### src/rtl/mult_div_ctrl.sv
`default_nettype none
// ============================================================================
// Module   : mult_div_ctrl
// Purpose  : Iterative signed 32x32 multiply / 32/32 divide into HI/LO (34 edges).
// Option   : MULT_DIV_DIVZERO_TRAP_EN - divide by zero completes at once, flags div_zero.
// Revision : 1.0 - initial release
// ============================================================================
module mult_div_ctrl (
   input  logic        clock,
   input  logic        reset,
   input  logic        start,
   input  logic        op,
   input  logic [31:0] a,
   input  logic [31:0] b,
   output logic        busy,
   output logic        done,
   output logic [31:0] hi,
   output logic [31:0] lo,
   output logic        div_zero
);

   typedef enum logic [2:0] {
      S_IDLE = 3'd0,
      S_PREP = 3'd1,
      S_RUN  = 3'd2,
      S_FIX  = 3'd3,
      S_DONE = 3'd4
   } state_t;

   state_t      state_q;
   logic        op_q;
   logic [31:0] a_q, b_q, mcand_q;
   logic [63:0] prod_q;
   logic [4:0]  cnt_q;
   logic        busy_q, done_q, dz_q;
   logic [31:0] hi_q, lo_q;

   logic [32:0] sum_d, shifted_d;
   logic [31:0] diff_d, a_mag, b_mag, fix_hi, fix_lo, q_neg, r_neg;
   logic [63:0] prod_d, prod_neg;
   logic        ge_d, sign_res, trap;

`ifdef MULT_DIV_DIVZERO_TRAP_EN
   assign trap = op & (b == 32'd0);
`else
   assign trap = 1'b0;
`endif

   // prod_q holds {accumulator/remainder, multiplier/quotient} during RUN
   always_comb begin
      a_mag     = a_q[31] ? (~a_q + 32'd1) : a_q;
      b_mag     = b_q[31] ? (~b_q + 32'd1) : b_q;
      sum_d     = {1'b0, prod_q[63:32]} + (prod_q[0] ? {1'b0, mcand_q} : 33'd0);
      shifted_d = {prod_q[63:32], prod_q[31]};
      ge_d      = (shifted_d >= {1'b0, mcand_q});
      diff_d    = shifted_d[31:0] - mcand_q;
      prod_d    = op_q ? {(ge_d ? diff_d : shifted_d[31:0]), prod_q[30:0], ge_d}
                       : {sum_d, prod_q[31:1]};
      sign_res  = a_q[31] ^ b_q[31];
      prod_neg  = ~prod_q + 64'd1;
      q_neg     = ~prod_q[31:0] + 32'd1;
      r_neg     = ~prod_q[63:32] + 32'd1;
      if (op_q) begin
         fix_lo = sign_res ? q_neg : prod_q[31:0];
         fix_hi = a_q[31] ? r_neg : prod_q[63:32];
      end else begin
         fix_lo = sign_res ? prod_neg[31:0]  : prod_q[31:0];
         fix_hi = sign_res ? prod_neg[63:32] : prod_q[63:32];
      end
   end

   always_ff @(posedge clock or posedge reset) begin
      if (reset) begin
         state_q <= S_IDLE;
         op_q    <= 1'b0;
         a_q     <= 32'd0;
         b_q     <= 32'd0;
         mcand_q <= 32'd0;
         prod_q  <= 64'd0;
         cnt_q   <= 5'd0;
         busy_q  <= 1'b0;
         done_q  <= 1'b0;
         dz_q    <= 1'b0;
         hi_q    <= 32'd0;
         lo_q    <= 32'd0;
      end else begin
         done_q <= 1'b0;
         dz_q   <= 1'b0;
         case (state_q)
            S_IDLE, S_DONE: begin
               if (start) begin
                  a_q  <= a;
                  b_q  <= b;
                  op_q <= op;
                  if (trap) begin
                     state_q <= S_DONE;
                     done_q  <= 1'b1;
                     dz_q    <= 1'b1;
                  end else begin
                     state_q <= S_PREP;
                     busy_q  <= 1'b1;
                  end
               end else begin
                  state_q <= S_IDLE;
               end
            end
            S_PREP: begin
               mcand_q <= op_q ? b_mag : a_mag;
               prod_q  <= {32'd0, (op_q ? a_mag : b_mag)};
               cnt_q   <= 5'd0;
               state_q <= S_RUN;
            end
            S_RUN: begin
               prod_q <= prod_d;
               cnt_q  <= cnt_q + 5'd1;
               if (cnt_q == 5'd31) begin
                  state_q <= S_FIX;
               end
            end
            S_FIX: begin
               hi_q    <= fix_hi;
               lo_q    <= fix_lo;
               busy_q  <= 1'b0;
               done_q  <= 1'b1;
               state_q <= S_DONE;
            end
            default: begin
               state_q <= S_IDLE;
               busy_q  <= 1'b0;
            end
         endcase
      end
   end

   assign busy     = busy_q;
   assign done     = done_q;
   assign hi       = hi_q;
   assign lo       = lo_q;
   assign div_zero = dz_q;

endmodule
`default_nettype wire

### config.mk
export PLATFORM = sky130hd
export DESIGN_NAME = mult_div_ctrl
export DESIGN_NICKNAME = d
export VERILOG_FILES = /design/src/rtl/mult_div_ctrl.sv
export SDC_FILE = /design/constraint.sdc
export NUM_CORES = 1
export LEC_CHECK = 0
export CORE_ASPECT_RATIO = 0.9
export CORE_MARGIN = 4
export CORE_UTILIZATION = 50
export DETAILED_ROUTE_END_ITERATION = 10
export PLACE_DENSITY = 0.69
export RECOVER_POWER = 50
export SLEW_MARGIN = 10
export SYNTH_ARGS = -nofsm -noshare
export SYNTH_HDL_FRONTEND = slang
export SYNTH_SLANG_ARGS = --single-unit
export TNS_END_PERCENT = 50
### constraint.sdc
create_clock -name clock -period 9.9 [get_ports clock]
set_input_delay 0.99 -clock clock [delete_from_list [all_inputs] [get_ports clock]]
set_output_delay 0.99 -clock clock [all_outputs]
set_load 0.05 [all_outputs]
* Word level (Yosys, flattened, before mapping)
Index checks and enable logic that the tools add are counted.
Storage, ports and cells: bits in registers 235, input port bits 68, output and inout port bits 67, logic and storage cells 61
Operators by class: add/subtract/negate cells 8, $lt $le $gt $ge 1, eq/ne operators 7, muxes and demuxes 21, bitwise logic cells 7, reductions and logical operators 6
Operator list (number):
- 32-bit two-way mux | 12
- 32-bit by 1-bit adder with 32-bit output, second input constant | 4
- 32-bit inverter | 4
- 64-bit one-hot mux with 2 select lines | 1
- 64-bit by 1-bit adder with 64-bit output, second input constant | 1
- 64-bit two-way mux | 1
- 64-bit inverter | 1
- 32-bit by 32-bit adder with 33-bit output | 1
- 33-bit by 32-bit >= comparator with 1-bit output | 1
- 32-bit subtractor | 1
- 3-bit one-hot mux with 4 select lines | 1
- 5-bit one-hot mux with 2 select lines | 1
- 3-bit by 2-bit == test with 1-bit output, second input constant | 2
- 5-bit by 1-bit adder with 5-bit output, second input constant | 1
- 5-bit == test, second input constant | 1
- 2-bit != test, second input constant | 2
- 2-bit AND reduction | 2
- 2-bit OR reduction | 2
- 3-bit by 1-bit == test with 1-bit output, second input constant | 1
- 3-bit == test, second input constant | 1
- 3-bit logical NOT | 1
- 1-bit two-way mux | 3
- 3-bit two-way mux | 1
- 1-bit one-hot mux with 2 select lines | 1
- 3 further kinds | 3

* Depth between registers and ports, before layout
depth in word-level cells 5, mapped depth 14, gate-level depth less buffers 13

* Worst setup path after synthesis
Ideal clock, no wire load.
kind register -> register, start register prod_q[0], end register prod_q[62], library setup time 0.079 ns, data arrival time 3.320 ns, data required time 9.821 ns, setup slack 6.501 ns, stages on the path, launching flop included 14, period minus slack after synthesis 3.399 ns, cell sequence dfrtp_1 > inv_1 > clkbuf_1 > nor2_1 > ha_1 > nand4_1 > a211oi_1 > a21oi_1 > a31oi_1 > a21oi_1 > o32ai_1 > a31oi_1 > or4b_2 > a2bb2oi_1
On the way: longest elaborated chain between the ends 4
Ends and longest elaborated chain:
- start, declared | line 33 | logic [63:0] prod_q;
- start signal, assigned | line 109 | prod_q <= {32'd0, (op_q ? a_mag : b_mag)};
- start signal, assigned | line 114 | prod_q <= prod_d;
- 32-bit two-way mux | line 53 | sum_d = {1'b0, prod_q[63:32]} + (prod_q[0] ? {1'b0, mcand_q} : 33'd0);
- 32-bit by 32-bit adder with 33-bit output | line 53
- 64-bit two-way mux | line 57 | prod_d = op_q ? {(ge_d ? diff_d : shifted_d[31:0]), prod_q[30:0], ge_d}
- 64-bit one-hot mux with 2 select lines | line 89 | case (state_q)
Every way passes these cells. A chain may end at the register's enable or synchronous reset.

* Worst setup path after layout
start register state_q[1], end register hi_q[9] (netlist: hi[9])
On the way: longest elaborated chain between the ends 1
Ends and longest elaborated chain:
- start, declared | line 30 | state_t state_q;
- start signal, assigned | line 74 | state_q <= S_IDLE;
- start signal, assigned | line 96 | state_q <= S_DONE;
- start signal, assigned | line 100 | state_q <= S_PREP;
- 3-bit by 2-bit == test with 1-bit output | line 89
- end signal, assigned | line 121 | hi_q <= fix_hi;
- end, declared | line 36 | logic [31:0] hi_q, lo_q;
Every way passes these cells.

==> impl_metrics.toml <==
[outcome]
status = "finished with violations"
violations = "max-capacitance violations, max-slew violations"

[cts]
numCtsBuffers = 27
h-tree-depth = 1
ctsResizeCount = 0
ctsHoldBuffers = 0
cts_tree = "yes"
cts_root_buf = "clkbuf_16"
clockBufferDepth = 3
clock_sinks = 235
clkSlewWorstSetupHoldPaths_ns = 0.06
cts_setup_buffers = 0
clkLatencyLatePin_ns = 0.55

[detailed_routing]
drt_iter0_drc = 1309
via_per_inst = 6.09
wl_per_cell_um = 20.4
drt_wl_total_um = 49800
firstDrtPassIters = 6
drc = 0
vias = 14874
ant_nets = 0

[finish]
mostFrequentLayoutCell = "dfrtp_1"
final_cell_mix = "234 x dfrtp_1, 228 x nand2_1, 215 x o21ai_0, 166 x nor2_1, 137 x a21oi_1"
stdcell_count = 2442
nets = 2145
drive_gt1_frac = 0.0775
area_delta_synth_final_pct = 16.0

[critical_path]
cp_max_fo = 121
crit_path_end_kind = "register"
cp_cell_sequence = "nand3b_1 -> clkbuf_1 -> o21ai_0"
path_class = "register to register"
cp_slowest_cell = "clkbuf_1"
worstSetupStartpointType = "register"
max_stage_delay_ns = 2.87
worstPathArrival_ns = 4.70
worstPathRequired_ns = 10.14

[timing]
fin_skew_ns = 0.00867
finalCriticalPeriod_ns = 4.46
maxSlewHeadroom = -1.70
setup_tns_ns = 0
finalCritPeriodShare = 0.451
rsz0062_at_grt = "no"
hold_viol = 0
tightestPinTransition_ns = 4.05
fmax_mhz = 224
setup_viol = 0
finalMaxSlewViolations = 308

[synth]
synth_top_area_frac = 0.358
yosysSeqAreaShare = 0.358
syn_nets = 2071
ys.flop_type = "dfrtp_1"
ys_ff_latch = 235
synth_edf_count = 0
synth.distinct_cells = 73
yosysTopAreaCell = "dfrtp_1"
syn_avg_cell_area_um2 = 8.51
synth_area_leaders = "dfrtp_1 36%, o21ai_0 6.5%, ha_1 5.3%, nand2_1 5.2%, xor2_1 4.7%"
async_flop_share = 1.00
syn-cell-area_um2 = 16400
netlist_instances = 1931
synth_warnings = 0

[floorplanning]
core_area_um2 = 32200
io_pins = 135
die_h_um = 180
initial_core_util = 0.511
die_area_um2 = 35800
num_rows = 62
die_w_um = 199

[global_routing]
grt-ovfl-total = 0
grtUsageTotal = 0.270
grt_antenna_before_repair = 0
grt_pass1_vias = 14013
grt_max_degree = 122
grt_pass1_wl_um = 78000

[place]
dp_cells = 2392
post-dp-hpwl_um = 37000
numPortBuffers = 133
gp_congestion = 0.961

[job]
maxCapViolations = 4

[min_path]
hold_path_class = "register to register"
[state kept, by name, summed over array words and instances (netlist names)]
signal   flops
a_q         32
b_q         32
busy         1
cnt_q        5
done         1
hi          32
lo          32
mcand_q     32
op_q         1
prod_q      64
state_q      3
[metrics by stage]
step	instance area [um2]	utilization	hold WS [ns]	worst slack, ns
after floorplan	16400	-	0.439	2.46
after global placement	18000	0.560	0.458	5.99
after detailed placement	18000	0.560	0.461	5.89
after CTS	19100	0.593	0.474	5.83
after global routing	19100	0.592	0.494	4.70
final	19100	0.592	0.469	5.44
[cell usage after synthesis (28+ instances only)]
master and n:
mux2_2 69, o21ai_0 215, xor2_1 89, a21oi_1 137, clkbuf_1 91, nor2_1 167
a211oi_1 33, nor3_1 38, inv_1 62, o31ai_1 39, ha_1 70, xnor2_1 87
a21o_1 28, dfrtp_1 235, mux2i_1 43, nand2_1 228
[path summary, 6_finish.rpt]
kind                                  start     endpoint  slack (ns)  cells past startpoint
worst max register to register   state_q[1]        hi[9]        5.44                      3
worst min register to register  mcand_q[29]  mcand_q[29]        0.47                      2
worst min-delay path            mcand_q[29]  mcand_q[29]        0.47                      2
min in group asynchronous             reset        lo[8]        2.00                      2
worst max-delay path             state_q[1]        hi[9]        5.44                      3
max in group asynchronous             reset      a_q[28]        5.67                      3
[metal layers]
layer	vias to the layer above	wire length, um	part of all wire	track usage
li1	7059	-	-	-
met2	560	21900	0.44	0.416
met5	-	0	0	0
met3	73	4040	0.081	0.0428
met1	7182	22800	0.46	0.401
met4	0	1030	0.021	0.0585
[critical path: cells and delay by family (launching register included)]
| family | cells | cell delay (ns) |
|---|---|---|
| buf+inv | 1 | 2.87 |
| compound gates | 1 | 0.48 |
| flops | 1 | 0.44 |
| simple gates | 1 | 0.29 |
[final cells by class]
| class | count | area (um2) |
|---|---|---|
| diodes | 1 | 2.50 |
| flip-flops and latches | 235 | 5880 |
| multi-input cells | 1525 | 9910 |
| repair buffers | 153 | 1460 |
| fillers | 2863 | 13100 |
| clock inverters | 11 | 234 |
| clock buffers | 38 | 817 |
| well taps | 416 | 520 |
| inverters | 63 | 238 |
[kinds of logic after synthesis]
family                     after synthesis  share of synthesized area
muxes                                  113                     0.0748
AOI/OAI and AO/OA                      568                      0.210
xor gates and xnor gates               176                     0.0938
adders and majority gates               72                     0.0557
buffers and inverters                  171                     0.0403
DFF                                    235                      0.358
and+or+nand+nor                        595                      0.167
other                                    1                   0.000228
Power is left out: the tool's default activity adds up to more than one toggle a clock period on the data nets, which glitch-free logic cannot reach.
